[config.mk]
export PLATFORM = sky130hd
export DESIGN_NAME = control_fsm
export DESIGN_NICKNAME = d
export VERILOG_FILES = /design/src/rtl/rv32i_pkg.sv /design/src/rtl/instr_decoder.sv /design/src/rtl/control_fsm.sv
export SDC_FILE = /design/constraint.sdc
export NUM_CORES = 1
export LEC_CHECK = 0
export ABC_AREA = 1
export ABC_CLOCK_PERIOD_IN_PS = 2300
export BUFFER_PORTS_ARGS = -buffer_cell sky130_fd_sc_hd__buf_2
export CAP_MARGIN = 20
export CELL_PAD_IN_SITES_DETAIL_PLACEMENT = 0
export CELL_PAD_IN_SITES_GLOBAL_PLACEMENT = 1
export CORE_UTILIZATION = 39
export CTS_BUF_LIST = sky130_fd_sc_hd__clkbuf_8
export CTS_CLUSTER_SIZE = 20
export DETAILED_ROUTE_END_ITERATION = 12
export MAX_ROUTING_LAYER = met4
export PLACE_DENSITY = 0.79
export SETUP_SLACK_MARGIN = 0.5
export SLEW_MARGIN = 30
export SYNTH_ARGS = -nofsm -noshare
export SYNTH_HDL_FRONTEND = slang
export SYNTH_SLANG_ARGS = --single-unit
[constraint.sdc]
create_clock -name clk -period 2.3 [get_ports clk]
set_input_delay 0.345 -clock clk [delete_from_list [all_inputs] [get_ports clk]]
set_output_delay 0.345 -clock clk [all_outputs]
set_load 0.005 [all_outputs]
[src/rtl/rv32i_pkg.sv]
// Shared types and constants for the rv32i multi-cycle controller.
// Opcodes, ALU/jump/write-back encodings, FSM states and the execute bundle.
package rv32i_pkg;

    localparam logic [6:0] OP_LOAD   = 7'b0000011;
    localparam logic [6:0] OP_IMM    = 7'b0010011;
    localparam logic [6:0] OP_STORE  = 7'b0100011;
    localparam logic [6:0] OP_REG    = 7'b0110011;
    localparam logic [6:0] OP_LUI    = 7'b0110111;
    localparam logic [6:0] OP_BRANCH = 7'b1100011;
    localparam logic [6:0] OP_JAL    = 7'b1101111;
    localparam logic [6:0] OP_SYSTEM = 7'b1110011;

    localparam logic [2:0] ALU_ADD = 3'd0;
    localparam logic [2:0] ALU_SUB = 3'd1;
    localparam logic [2:0] ALU_AND = 3'd2;
    localparam logic [2:0] ALU_OR  = 3'd3;
    localparam logic [2:0] ALU_XOR = 3'd4;
    localparam logic [2:0] ALU_SLT = 3'd5;
    localparam logic [2:0] ALU_SLL = 3'd6;
    localparam logic [2:0] ALU_SRL = 3'd7;

    localparam logic [1:0] JMP_RST  = 2'd0;
    localparam logic [1:0] JMP_NEXT = 2'd1;
    localparam logic [1:0] JMP_TGT  = 2'd2;
    localparam logic [1:0] JMP_EXC  = 2'd3;

    localparam logic [1:0] DS_ALU = 2'd0;
    localparam logic [1:0] DS_MEM = 2'd1;
    localparam logic [1:0] DS_IMM = 2'd2;
    localparam logic [1:0] DS_PCN = 2'd3;

    typedef enum logic [2:0] {
        ST_RESET,
        ST_FETCH,
        ST_EXEC,
        ST_MEM,
        ST_TRAP
    } state_e;

    // Controls driven in EXEC, plus branch/memory qualifiers for the FSM.
    typedef struct packed {
        logic       reg_w;
        logic       alu_s;
        logic [2:0] alu_op;
        logic [1:0] dato_s;
        logic [1:0] jump;
        logic       pc_we;
        logic       csr_w;
        logic       csr_data_s;
        logic       data_read_sel;
        logic       is_branch;
        logic       br_inv;
        logic       mem;
        logic       store;
    } ex_ctrl_t;

endpackage

[src/rtl/instr_decoder.sv]
// Combinational decode of op_code/f3/f7 into the execute control bundle.
// Ports: op_code_i, f3_i, f7_i in; ctrl_o bundle, illegal_o out.
module instr_decoder
    import rv32i_pkg::*;
(
    input  logic [6:0] op_code_i,
    input  logic [2:0] f3_i,
    input  logic       f7_i,
    output ex_ctrl_t   ctrl_o,
    output logic       illegal_o
);

    ex_ctrl_t c;
    logic     ill;

    always_comb begin
        c   = '0;
        ill = 1'b0;
        unique case (op_code_i)
            OP_REG: begin
                c.reg_w = 1'b1;
                c.pc_we = 1'b1;
                c.jump  = JMP_NEXT;
                // f7 only qualifies ADD/SUB; no SRA/alt encodings exist
                if (f7_i && f3_i != 3'b000) ill = 1'b1;
                case (f3_i)
                    3'b000:  c.alu_op = f7_i ? ALU_SUB : ALU_ADD;
                    3'b001:  c.alu_op = ALU_SLL;
                    3'b010:  c.alu_op = ALU_SLT;
                    3'b100:  c.alu_op = ALU_XOR;
                    3'b101:  c.alu_op = ALU_SRL;
                    3'b110:  c.alu_op = ALU_OR;
                    3'b111:  c.alu_op = ALU_AND;
                    default: ill = 1'b1;
                endcase
            end
            OP_IMM: begin
                c.reg_w = 1'b1;
                c.alu_s = 1'b1;
                c.pc_we = 1'b1;
                c.jump  = JMP_NEXT;
                case (f3_i)
                    3'b000:  c.alu_op = ALU_ADD;
                    3'b001:  c.alu_op = ALU_SLL;
                    3'b010:  c.alu_op = ALU_SLT;
                    3'b100:  c.alu_op = ALU_XOR;
                    3'b101: begin
                        c.alu_op = ALU_SRL;
                        ill      = f7_i; // SRAI has no ALU op
                    end
                    3'b110:  c.alu_op = ALU_OR;
                    3'b111:  c.alu_op = ALU_AND;
                    default: ill = 1'b1;
                endcase
            end
            OP_LUI: begin
                c.reg_w  = 1'b1;
                c.dato_s = DS_IMM;
                c.pc_we  = 1'b1;
                c.jump   = JMP_NEXT;
            end
            OP_JAL: begin
                c.reg_w  = 1'b1;
                c.dato_s = DS_PCN;
                c.pc_we  = 1'b1;
                c.jump   = JMP_TGT;
            end
            OP_BRANCH: begin
                c.pc_we     = 1'b1;
                c.jump      = JMP_NEXT;
                c.is_branch = 1'b1;
                // br_inv: taken when the zero flag is clear
                case (f3_i)
                    3'b000: c.alu_op = ALU_SUB;
                    3'b001: begin
                        c.alu_op = ALU_SUB;
                        c.br_inv = 1'b1;
                    end
                    3'b100: begin
                        c.alu_op = ALU_SLT;
                        c.br_inv = 1'b1;
                    end
                    3'b101:  c.alu_op = ALU_SLT;
                    default: ill = 1'b1;
                endcase
            end
            OP_LOAD: begin
                c.alu_s = 1'b1;
                c.mem   = 1'b1;
                case (f3_i)
                    3'b000, 3'b001, 3'b010,
                    3'b100, 3'b101: ill = 1'b0;
                    default:        ill = 1'b1;
                endcase
            end
            OP_STORE: begin
                c.alu_s = 1'b1;
                c.mem   = 1'b1;
                c.store = 1'b1;
                case (f3_i)
                    3'b000, 3'b001, 3'b010: ill = 1'b0;
                    default:                ill = 1'b1;
                endcase
            end
            OP_SYSTEM: begin
                c.csr_w         = 1'b1;
                c.csr_data_s    = f3_i[2];
                c.data_read_sel = 1'b1;
                c.dato_s        = DS_MEM;
                c.reg_w         = 1'b1;
                c.pc_we         = 1'b1;
                c.jump          = JMP_NEXT;
                // only CSRRW/CSRRWI; ECALL and the rest trap
                if (f3_i != 3'b001 && f3_i != 3'b101) ill = 1'b1;
            end
            default: ill = 1'b1;
        endcase
    end

    // An illegal instruction drives nothing in EXEC.
    assign ctrl_o    = ill ? '0 : c;
    assign illegal_o = ill;

endmodule

[src/rtl/control_fsm.sv]
// Multi-cycle rv32i main controller: FETCH, EXEC, MEM, TRAP sequencing.
// Ports: decode inputs, imem/dmem handshakes, datapath controls, instret.
module control_fsm
    import rv32i_pkg::*;
#(
    parameter int RESET_CYCLES = 1
) (
    input  logic        clk,
    input  logic        rst_n,
    input  logic [6:0]  op_code,
    input  logic [2:0]  f3,
    input  logic        f7,
    input  logic        flag,
    input  logic        imem_ready,
    input  logic        dmem_ready,
    output logic        imem_req,
    output logic        ir_we,
    output logic        dmem_req,
    output logic        dmem_we,
    output logic        pc_we,
    output logic        branch,
    output logic [1:0]  jump,
    output logic [1:0]  dato_s,
    output logic        reg_w,
    output logic        alu_s,
    output logic [2:0]  alu_op,
    output logic        csr_w,
    output logic        csr_data_s,
    output logic        data_read_sel,
    output logic        trap,
    output logic [31:0] instret
);

    localparam int CW = (RESET_CYCLES > 1) ? $clog2(RESET_CYCLES) : 1;
    localparam logic [CW-1:0] CNT_LAST = CW'(RESET_CYCLES - 1);

    state_e      state_q;
    logic [CW-1:0] cnt_q;
    logic [31:0] instret_q;
    logic [31:0] instret_d;
    ex_ctrl_t    ex;
    logic        illegal;

    instr_decoder u_dec (
        .op_code_i (op_code),
        .f3_i      (f3),
        .f7_i      (f7),
        .ctrl_o    (ex),
        .illegal_o (illegal)
    );

    always_comb begin
        imem_req      = 1'b0;
        ir_we         = 1'b0;
        dmem_req      = 1'b0;
        dmem_we       = 1'b0;
        pc_we         = 1'b0;
        branch        = 1'b0;
        jump          = JMP_RST;
        dato_s        = DS_ALU;
        reg_w         = 1'b0;
        alu_s         = 1'b0;
        alu_op        = ALU_ADD;
        csr_w         = 1'b0;
        csr_data_s    = 1'b0;
        data_read_sel = 1'b0;
        trap          = 1'b0;
        unique case (state_q)
            ST_RESET: begin
                pc_we = 1'b1;
                jump  = JMP_RST;
            end
            ST_FETCH: begin
                imem_req = 1'b1;
                ir_we    = imem_ready;
            end
            ST_EXEC: begin
                reg_w         = ex.reg_w;
                alu_s         = ex.alu_s;
                alu_op        = ex.alu_op;
                dato_s        = ex.dato_s;
                jump          = ex.jump;
                pc_we         = ex.pc_we;
                csr_w         = ex.csr_w;
                csr_data_s    = ex.csr_data_s;
                data_read_sel = ex.data_read_sel;
                branch        = ex.is_branch & (flag ^ ex.br_inv);
            end
            ST_MEM: begin
                dmem_req = 1'b1;
                dmem_we  = ex.store;
                alu_s    = 1'b1;
                alu_op   = ALU_ADD;
                if (dmem_ready) begin
                    pc_we = 1'b1;
                    jump  = JMP_NEXT;
                    if (!ex.store) begin
                        reg_w  = 1'b1;
                        dato_s = DS_MEM;
                    end
                end
            end
            ST_TRAP: begin
                jump  = JMP_EXC;
                pc_we = 1'b1;
                trap  = 1'b1;
            end
            default: ;
        endcase
    end

    assign instret_d = instret_q + 32'd1;
    assign instret   = instret_q;

    always_ff @(posedge clk or negedge rst_n) begin
        if (!rst_n) begin
            state_q   <= ST_RESET;
            cnt_q     <= '0;
            instret_q <= '0;
        end else begin
            // RESET and TRAP PC loads are not retirements
            if (pc_we && (state_q == ST_EXEC || state_q == ST_MEM))
                instret_q <= instret_d;
            unique case (state_q)
                ST_RESET: begin
                    if (cnt_q == CNT_LAST) state_q <= ST_FETCH;
                    else cnt_q <= cnt_q + 1'b1;
                end
                ST_FETCH: if (imem_ready) state_q <= ST_EXEC;
                ST_EXEC: begin
                    if (illegal)     state_q <= ST_TRAP;
                    else if (ex.mem) state_q <= ST_MEM;
                    else             state_q <= ST_FETCH;
                end
                ST_MEM:   if (dmem_ready) state_q <= ST_FETCH;
                ST_TRAP:  state_q <= ST_FETCH;
                default:  state_q <= ST_RESET;
            endcase
        end
    end

endmodule
==> results of run 1 <==
## critical path, stage by stage
cell	delay, ns
buf_4	0.14
a21o_1	0.19
nand3_2	0.08
nand2_1	0.06
nor2_1	0.12
nand2_2	0.09
nor2_4	0.20
buf_6	0.13
buf_6	0.09
inv_4	0.03
o21ai_2	0.12
buf_2	0.12
## sequential cells by signal, indices dropped and copies added, names as in the netlist
name,cells
instret,32
state_q,3
## report_power, final
part	leakage (nW)	total [mW]	internal [mW]	switching (mW)
Combinational	1.58	1.52	0.611	0.905
Clock	0.0453	0.448	0.208	0.240
Sequential	0.476	0.765	0.676	0.0891
Total	2.10	2.73	1.49	1.23
## per-layer routing
layer  routed length, um  track usage  part of all wire
met1                4067       0.3231              0.45
met2                4360       0.3939              0.48
met3                 415      0.03048             0.046
met4                 178      0.06364             0.020
met5                   0            -                 0
## per-stage QoR
step | utilization | cells | area (um2) | power [mW]
after floorplan | - | 425 | 2818 | 1.354
after global placement | 0.4745 | 584 | 3242 | 1.594
after detailed placement | 0.4745 | 584 | 3242 | 1.594
after CTS | 0.5344 | 608 | 3651 | 2.184
after global routing | 0.6022 | 625 | 4114 | 2.878
final | 0.6022 | 625 | 4114 | 2.729
## layout make-up
cell class                 count  area [um2]
inverter                      42       180.2
clock inverter                 3       16.27
timing repair buffer         103       714.4
sequential                    35       879.6
clock buffer                   5       68.82
fill                         666        2718
tap                           96       120.1
multi-input combinational    341        2135
## worst paths after layout
check	start	end	slack, ns
setup / recovery	f3[1]	alu_s	0.22
hold / removal	rst_n	instret[25]$_DFFE_PN0P_	0.15
setup reg to reg	state_q[2]$_DFFE_PN0P_	instret[30]$_DFFE_PN0P_	0.52
hold reg to reg	instret[31]$_DFFE_PN0P_	instret[31]$_DFFE_PN0P_	0.54
max in group asynchronous	rst_n	instret[9]$_DFFE_PN0P_	1.58
min in group clk	dmem_ready	state_q[1]$_DFFE_PN0P_	0.26
## logic make-up (layout without fill, tap and decap cells)
family          after synthesis  count (layout)
flops                        35              35
buf+inv                      53             153
compound gates               21              21
xor+xnor                     30              30
simple gates                285             289
fa+ha+maj                     1               1
## what timing repair did
action,4_1_cts,5_1_grt
endpoints found under the setup margin,47,48
cloned,1,4
pin swaps,13,21
resized for setup,53,94
buffers inserted,15,13
## cell usage in the layout, fill, tap and decap left out, types with 19 or more instances in the layout
cell type / count
nand2_2: 40
xor2_1: 19
inv_1: 29
nand2_1: 96
dfrtp_1: 32
nor2_1: 32
buf_2: 57
nand3_1: 45
buf_4: 29
==> out/results.ini, run 1 <==
[global_route]
grt_max_degree = 36
antenna_found_initial = 0
grt_usage = 0.2438
grt_pass1_wl_um = 13950
grt_overflow = 0
grt_pass1_vias = 2822

[route]
drt_first_pass_iters = 4
initialDrtViolationCount = 120
viasPerCell = 5.128
wirelength_um = 9022
vias = 3205
drc = 0
ant_nets = 0
wl_per_cell_um = 14.44

[logic_synthesis]
synth.avg_cell_area_um2 = 6.530
synth_compound_area_frac = 0.04463
ys_warn_count = 0
yosysTopAreaCell = dfrtp_1
async_flop_share = 1.000
yosysMostFrequentCell = nand2_1
synthMuxAreaShare = 0
synthXorXnorAreaFrac = 0.09468
yosysSeqAreaShare = 0.3156
syn_inst = 425
synth_top_area_frac = 0.3156
synth_ff_type = dfrtp_1
yosys.area_share.simple = 0.4549
synth_top_family_by_area = simple AND/OR/NAND/NOR gates
synth_edf_count = 0
ys_types = 32
synth-seq-cells = 35
synth_nets = 442
syn-cell-area_um2 = 2775
synth.area.top_cells = dfrtp_1, nand2_1, nand3_1, nor2_1, xor2_1
synth_common_cells = nand2_1, nand3_1, nor2_1, dfrtp_1, inv_1
synth_fa_ha_area_frac = 0.004509

[clock_tree]
h-tree-depth = 2
clk_path_buf_depth = 2
path_clk_slew_ns = 0.08
clock_sinks = 35
insertion_delay_ns = 0.29
cts_tree = done
clockRootBuffer = clkbuf_8
cts_made_buffers = 5
cts_hold_buf = 0

[sta]
rsz0062_at_grt = true
hold_viol_final = 0
min_period_over_period = 0.9040
slew_headroom = 0.4591
layout_min_cycle_time_ns = 2.079
finClkSkew_ns = 0.009046
tightest_slew_ns = 0.8114
hold_ws_ns = 0.1469
setup_tns_ns = 0
finalSetupViolCount = 0
slew_violations = 0
fmax_mhz = 481.0
setup_ws_ns = 0.2209

[pwr]
leakagePower_nw = 2.103
vdd_drop_max_mv = 0.8575
power.density_nw_per_um2 = 663.3

[placed_design]
dp_hpwl_um = 6100
pre_cts_ws_ns = 0.06945
io_buffers = 66
gp_congestion = 0.9334

[setup_path]
crit_path_end_kind = output pin
start_kind = primary input
crit_path_max_fanout = 5
arrival_ns = 1.73
worst_ep_required_time_ns = 1.96
crit_type = primary input to output pin
r2r_cells = 14

[status]
status = complete, no violations

[finish]
drive_above_1_share = 0.4272
num-nets-final = 545
diodes = 0
area_delta_synth_final_pct = 48.24

[floorplanning]
io_pins = 67
initial_utilization = 0.4062
core_area_um2 = 6832
placementRows = 30
die-area_um2 = 7457
die_x_um = 86.36
dieHeight_um = 86.36

[job]
cap_violations = 0

[worst_hold_path]
hold_path.class = primary input to async pin

No activity file was read; power rests on OpenSTA's default activity.
==> run 2: changes to the inputs <==
- ABC_CLOCK_PERIOD_IN_PS: 2300 -> 2400
- CORE_UTILIZATION: 39 -> 40
- CTS_BUF_LIST: sky130_fd_sc_hd__clkbuf_8 -> sky130_fd_sc_hd__clkbuf_16
- PLACE_DENSITY: 0.79 -> 0.81
- clock period: 2.3 -> 2.4 ns (I/O delays scaled with it)
==> out/results.ini, run 2 (same netlist as run 1, synthesis figures left out) <==
[finish]
seqCellArea_um2 = 875.8  ; -0.43%
fillers = 639  ; -4.1%
layout_common_cells = nand2_1, buf_2, nand3_1
diodes = 0  ; unchanged
layout_commonest_cell = nand2_1
final_cell_area_um2 = 3852  ; -6.4%
area_delta_synth_final_pct = 38.82
layout.cells.non_filler = 593  ; -5.1%
drive_above_1_share = 0.3236  ; -0.1036
num-nets-final = 532  ; -2.4%
multi_input_area_um2 = 1902  ; -11%
largest_register_ffs = 32  ; unchanged

[setup_path]
arrival_ns = 1.67  ; -0.06 ns
cp_slowest_stage_delay_ns = 0.19  ; about the same
cp_top_family = simple AND/OR/NAND/NOR gates
crit_buf_inv = 3  ; -2
cpMaxStageDelayCell = o211ai_1
crit_type = primary input to output pin
crit_path_max_fanout = 11  ; +6
r2r_cells = 9  ; -5
worst_ep_required_time_ns = 2.04  ; +0.08 ns
start_kind = primary input
path_cells = buf_8, nand2_8, buf_6, nor2_4, nand3_2, nand3_2, nor2_4, nor2_4, nand2_4, o211ai_1, buf_2
r2r_start = instret[1]$_DFFE_PN0P_
crit_top_cell = nor2_4
r2r_slack_ns = 0.61  ; +0.09 ns
worstReg2RegEnd = instret[30]$_DFFE_PN0P_
crit_path_end_kind = output pin
cp.depth = 11  ; -1

[global_route]
grt_usage = 0.2536  ; +0.009755
antenna_found_initial = 0  ; unchanged
grt_pass1_vias = 2991  ; +6.0%
grt_pass1_wl_um = 14120  ; +1.2%
grt_max_degree = 36  ; unchanged
grt_overflow = 0  ; unchanged

[floorplanning]
die_x_um = 85.30  ; -1.2%
io_pins = 67  ; unchanged
core_area_um2 = 6531  ; -4.4%
dieHeight_um = 85.30  ; -1.2%
initial_utilization = 0.4249  ; +0.01868
die-area_um2 = 7275  ; -2.4%
placementRows = 29  ; -3.3%

[route]
initialDrtViolationCount = 164  ; +37%
drc = 0  ; unchanged
wl_per_cell_um = 14.85  ; +2.9%
vias = 3042  ; -5.1%
viasPerCell = 5.130  ; about the same
ant_nets = 0  ; unchanged
drt_first_pass_iters = 4  ; unchanged
wirelength_um = 8806  ; -2.4%

[pwr]
leakagePower_nw = 2.047  ; -2.7%
power.density_nw_per_um2 = 658.1  ; -0.79%
p_int_mw = 1.537  ; +2.8%
p_switching_uw = 998.2  ; -19%
swShare = 0.3937  ; -0.05862
seqPwrFrac = 0.282  ; +0.002
vdd_drop_max_mv = 0.5979  ; -30%
p_comb_frac = 0.427  ; -0.129
clock_power_share = 0.291  ; +0.127

[placed_design]
io_buffers = 66  ; unchanged
dp_hpwl_um = 6105  ; about the same
placedCellCount = 564  ; -3.4%
gp_congestion = 0.8513  ; -8.8%
place_area_um2 = 3177  ; -2.0%

[worst_hold_path]
hold_path.class = primary input to async pin

[clock_tree]
clockRootBuffer = clkbuf_16
insertion_delay_ns = 0.28  ; about the same
cts_tree = done
h-tree-depth = 2  ; unchanged
path_clk_slew_ns = 0.06  ; -0.02 ns
cts_made_buffers = 5  ; unchanged
clock_sinks = 35  ; unchanged
clk_path_buf_depth = 2  ; unchanged
cts_hold_buf = 0  ; unchanged

[sta]
slew_violations = 0  ; unchanged
layout_min_cycle_time_ns = 2.028
tightest_slew_ns = 0.7993  ; -0.01214 ns
finalSetupViolCount = 0  ; unchanged
finClkSkew_ns = 0.004198  ; -0.004848 ns
rsz0062_at_grt = true
fmax_mhz = 493.1
min_period_over_period = 0.8451
slew_headroom = 0.4671  ; +0.008095
hold_viol_final = 0  ; unchanged
setup_tns_ns = 0  ; unchanged

[status]
status = complete, no violations

[job]
cap_violations = 0  ; unchanged

## run 2: changes by cell type in the layout (fill, tap and decap cells not counted), moves of 4 or more
cell,previous run,this run
nand2_1,96,129
nand2_2,40,8
buf_4,29,22
clkbuf_16,0,5
clkbuf_8,5,0
nand3_1,45,49
## run 2: cell type report
type,count,area share
clock inverters,3,0.01007
repair buffers,93,0.1660
inverters,42,0.04547
clock buffers,5,0.03248
well taps,77,0.02501
flip-flops and latches,35,0.2273
multi-input cells,338,0.4937
## run 2: stage by stage
stage	util	worst slack [ns]	hold slack [ns]	total power [mW]
2_1_floorplan	-	0.5047	0.06441	1.293
3_3_place_gp	0.4864	0.2314	0.4817	1.528
3_5_place_dp	0.4864	0.2246	0.4957	1.529
4_1_cts	0.5716	0.4454	0.2103	2.377
5_1_grt	0.5898	0.3055	0.2536	2.675
6_report	0.5898	0.3719	0.1635	2.535
## run 2: layer usage
layer / vias up / wire length [um] / global-route usage
li1: 1547 / - / -
met1: 1397 / 3798 / 0.2955
met2: 76 / 4430 / 0.4311
met3: 22 / 342 / 0.04280
met4: 0 / 235 / 0.1091
met5: - / 0 / -
## run 2: worst max-delay path by stage
stage	start	endpoint	slack [ns]
3_5_place_dp	op_code[3]	alu_op[1]	0.22
5_1_grt	op_code[1]	dato_s[0]	0.31
2_1_floorplan	op_code[3]	data_read_sel	0.50
4_1_cts	op_code[0]	reg_w	0.45
6_report	op_code[1]	jump[0]	0.37
3_3_place_gp	op_code[3]	alu_op[1]	0.23
## run 2: what timing repair did
item	4_1_cts	5_1_grt
resized for setup	76	21
gates cloned	0	1
pin swaps	19	8
setup endpoints to repair	15	47
setup buffers	18	2
## run 2: power groups by stage
stage	Clock [mW]	Sequential (mW)	Combinational (mW)
6_report	0.737	0.716	1.08
4_1_cts	0.749	0.717	0.910
5_1_grt	0.769	0.727	1.18
3_3_place_gp	0	0.726	0.801
2_1_floorplan	0	0.715	0.578
3_5_place_dp	0	0.726	0.803
==> run 3: changes to the inputs <==
- ABC_AREA: 1 -> 0
- ABC_CLOCK_PERIOD_IN_PS: 2400 -> 1800
- CORE_UTILIZATION: 40 -> 36
- PLACE_DENSITY: 0.81 -> 0.73
- clock period: 2.4 -> 1.8 ns (I/O delays scaled with it)
==> out/results.ini, run 3 <==
[logic_synthesis]
ys_types = 60  ; +88%
yosysMostFrequentCell = dfrtp_1
synth_ff_type = dfrtp_1
yosys.area_share.simple = 0.2236  ; -0.2313
synth_fa_ha_area_frac = 0.005128  ; +0.0006196
synthMuxAreaShare = 0.01282  ; +0.01282
synth.avg_cell_area_um2 = 9.494  ; +45%
synth_edf_count = 0  ; unchanged
synth_top_family_by_area = simple AND/OR/NAND/NOR gates
synth.area.top_cells = dfrtp_1, xnor2_1, o2111ai_1, o211ai_2, and3_1
synth_top_area_frac = 0.3590  ; +0.04337
synth_common_cells = dfrtp_1, xnor2_1, nor2_1, o2111ai_1, nor3_1
synth_compound_area_frac = 0.2231  ; +0.1784
synthXorXnorAreaFrac = 0.1185  ; +0.02378
async_flop_share = 1.000  ; unchanged
syn_inst = 257  ; -40%
syn-cell-area_um2 = 2440  ; -12%
synth_nets = 274  ; -38%
ys_warn_count = 0  ; unchanged
synth-seq-cells = 35  ; unchanged
yosysTopAreaCell = dfrtp_1
yosysSeqAreaShare = 0.3590  ; +0.04337

[pwr]
vdd_drop_max_mv = 0.6598  ; +10%
clock_power_share = 0.305  ; +0.014
finalPower_mw = 3.246  ; +28%
seqPwrFrac = 0.290  ; +0.008
power.density_nw_per_um2 = 741.7  ; +13%
leakagePower_nw = 2.022  ; -1.2%
swShare = 0.3183  ; -0.07539
p_comb_frac = 0.405  ; -0.022
p_int_mw = 2.213  ; +44%
p_switching_mw = 1.033  ; +3.5%

[floorplanning]
placementRows = 29  ; unchanged
die-area_um2 = 7111  ; -2.3%
core_area_um2 = 6459  ; -1.1%
io_pins = 67  ; unchanged
die_x_um = 84.33  ; -1.1%
initial_utilization = 0.3778  ; -0.04714
dieHeight_um = 84.33  ; -1.1%

[sta]
tightest_slew_ns = 0.4558  ; -0.3435 ns
setup_tns_ns = -1.126  ; -1.126 ns
slew_headroom = 0.6961  ; +0.2290
setup_ws_ns = -0.1185  ; -0.4904 ns
finClkSkew_ns = 0.005255  ; +0.001057 ns
hold_viol_final = 0  ; unchanged
slew_violations = 0  ; unchanged
min_period_over_period = 1.066
layout_min_cycle_time_ns = 1.918
fmax_mhz = 521.2
rsz0062_at_grt = true
finalSetupViolCount = 22  ; +22

[finish]
layout_common_cells = buf_4, buf_2, dfrtp_1
area_delta_synth_final_pct = 79.38
largest_register_ffs = 32  ; unchanged
layout_commonest_cell = buf_4
diodes = 0  ; unchanged
drive_above_1_share = 0.5854  ; +0.2618
final_cell_area_um2 = 4377  ; +14%
num-nets-final = 414  ; -22%

[job]
cap_violations = 0  ; unchanged

[setup_path]
worst_ep_required_time_ns = 1.98  ; -0.06 ns
path_cells = buf_12, buf_4, and2_4, a221o_1, and4_4, buf_8, buf_12, buf_16, o211ai_1, xnor2_1
start_kind = primary input
cpMaxStageDelayCell = a221o_1
crit_top_cell = buf_12
cp_top_family = buffers and inverters
arrival_ns = 2.10  ; +0.43 ns
crit_type = primary input to flop
crit_buf_inv = 5  ; +2
r2r_cells = 7  ; -2
crit_path_end_kind = flop
crit_path_max_fanout = 6  ; -5
cp.depth = 10  ; -1
cp_slowest_stage_delay_ns = 0.38  ; +0.19 ns

[clock_tree]
clockRootBuffer = clkbuf_16
clock_sinks = 35  ; unchanged
insertion_delay_ns = 0.28  ; about the same
clk_path_buf_depth = 2  ; unchanged
path_clk_slew_ns = 0.06  ; about the same
h-tree-depth = 2  ; unchanged
cts_made_buffers = 5  ; unchanged
cts_tree = done
cts_hold_buf = 0  ; unchanged

[route]
wirelength_um = 7837  ; -11%
wl_per_cell_um = 16.50  ; +11%
drt_first_pass_iters = 11  ; +7
vias = 2607  ; -14%
ant_nets = 0  ; unchanged
initialDrtViolationCount = 124  ; -24%
drc = 7  ; +7
viasPerCell = 5.488  ; +7.0%

[global_route]
grt_usage = 0.2296  ; -0.02397
grt_util_met3 = 0.03441  ; -0.008387
grt_pass1_wl_um = 12650  ; -10%
grt_most_used_layer = met2
grt_max_degree = 36  ; unchanged
met2_usage = 0.3793  ; -0.05180
grt_overflow = 0  ; unchanged
grt_pass1_vias = 2552  ; -15%
use_met1 = 0.2956  ; about the same
antenna_found_initial = 0  ; unchanged

[worst_hold_path]
hold_path.class = primary input to async pin

[placed_design]
place_area_um2 = 3406  ; +7.2%
gp_congestion = 0.8438  ; -0.88%
dp_hpwl_um = 4883  ; -20%
io_buffers = 66  ; unchanged
pre_cts_ws_ns = -0.3391  ; -0.5637 ns

[status]
violations = DRC, setup timing
status = finished with violations

-- run 3: cell type report --
class,count,area (um2)
sequential,35,875.8
inverter,7,28.78
clock inverter,3,42.54
fill,477,2082
timing repair buffer,153,1290
clock buffer,5,125.1
multi-input combinational,195,1918
tap,77,96.34
-- run 3: metal layers --
metal / share of wire / vias to the layer above
met2: 0.51 / 58
met5: 0 / -
li1: - / 1239
met3: 0.037 / 10
met4: 0.012 / 0
met1: 0.45 / 1300
-- run 3: cells by family after synthesis --
group	count (synthesis)
AO/OA/AOI/OAI	65
XOR/XNOR	33
adder cells (fa/ha/maj)	1
buffers and inverters	27
flip-flops	35
multiplexers	3
AND/OR/NAND/NOR	93
-- run 3: worst paths after layout --
check / startpoint / to / slack [ns]
setup reg to reg: instret[10]$_DFFE_PN0P_ / instret[31]$_DFFE_PN0P_ / -0.02
hold reg to reg: instret[24]$_DFFE_PN0P_ / instret[24]$_DFFE_PN0P_ / 0.49
setup / recovery: op_code[5] / instret[15]$_DFFE_PN0P_ / -0.12
hold / removal: rst_n / instret[14]$_DFFE_PN0P_ / 0.02
min in group clk: imem_ready / state_q[1]$_DFFE_PN0P_ / 0.30
max in group asynchronous: rst_n / state_q[0]$_DFFE_PN0P_ / 1.45
-- run 3: power groups by stage --
stage	clock, mW	sequential [mW]	combinational [mW]
2_1_floorplan	0	0.954	0.459
3_3_place_gp	0	0.947	0.852
3_5_place_dp	0	0.948	0.859
4_1_cts	1.00	0.939	1.21
5_1_grt	1.04	0.956	1.41
6_report	0.989	0.943	1.31
-- run 3: what timing repair did --
action	4_1_cts	5_1_grt
setup endpoints to repair	54	54
resized for setup	82	23
gates cloned	4	1
pin swaps	26	20
setup buffers	16	4
-- run 3: per-stage QoR --
stage | hold WS [ns] | cells | utilization
finish | 0.01849 | 475 | 0.6776
global route | 0.05164 | 475 | 0.6776
CTS | 0.03840 | 470 | 0.6507
detailed placement | 0.3331 | 442 | 0.5273
global placement | 0.3291 | 442 | 0.5273
floorplan | -0.02559 | 257 | -
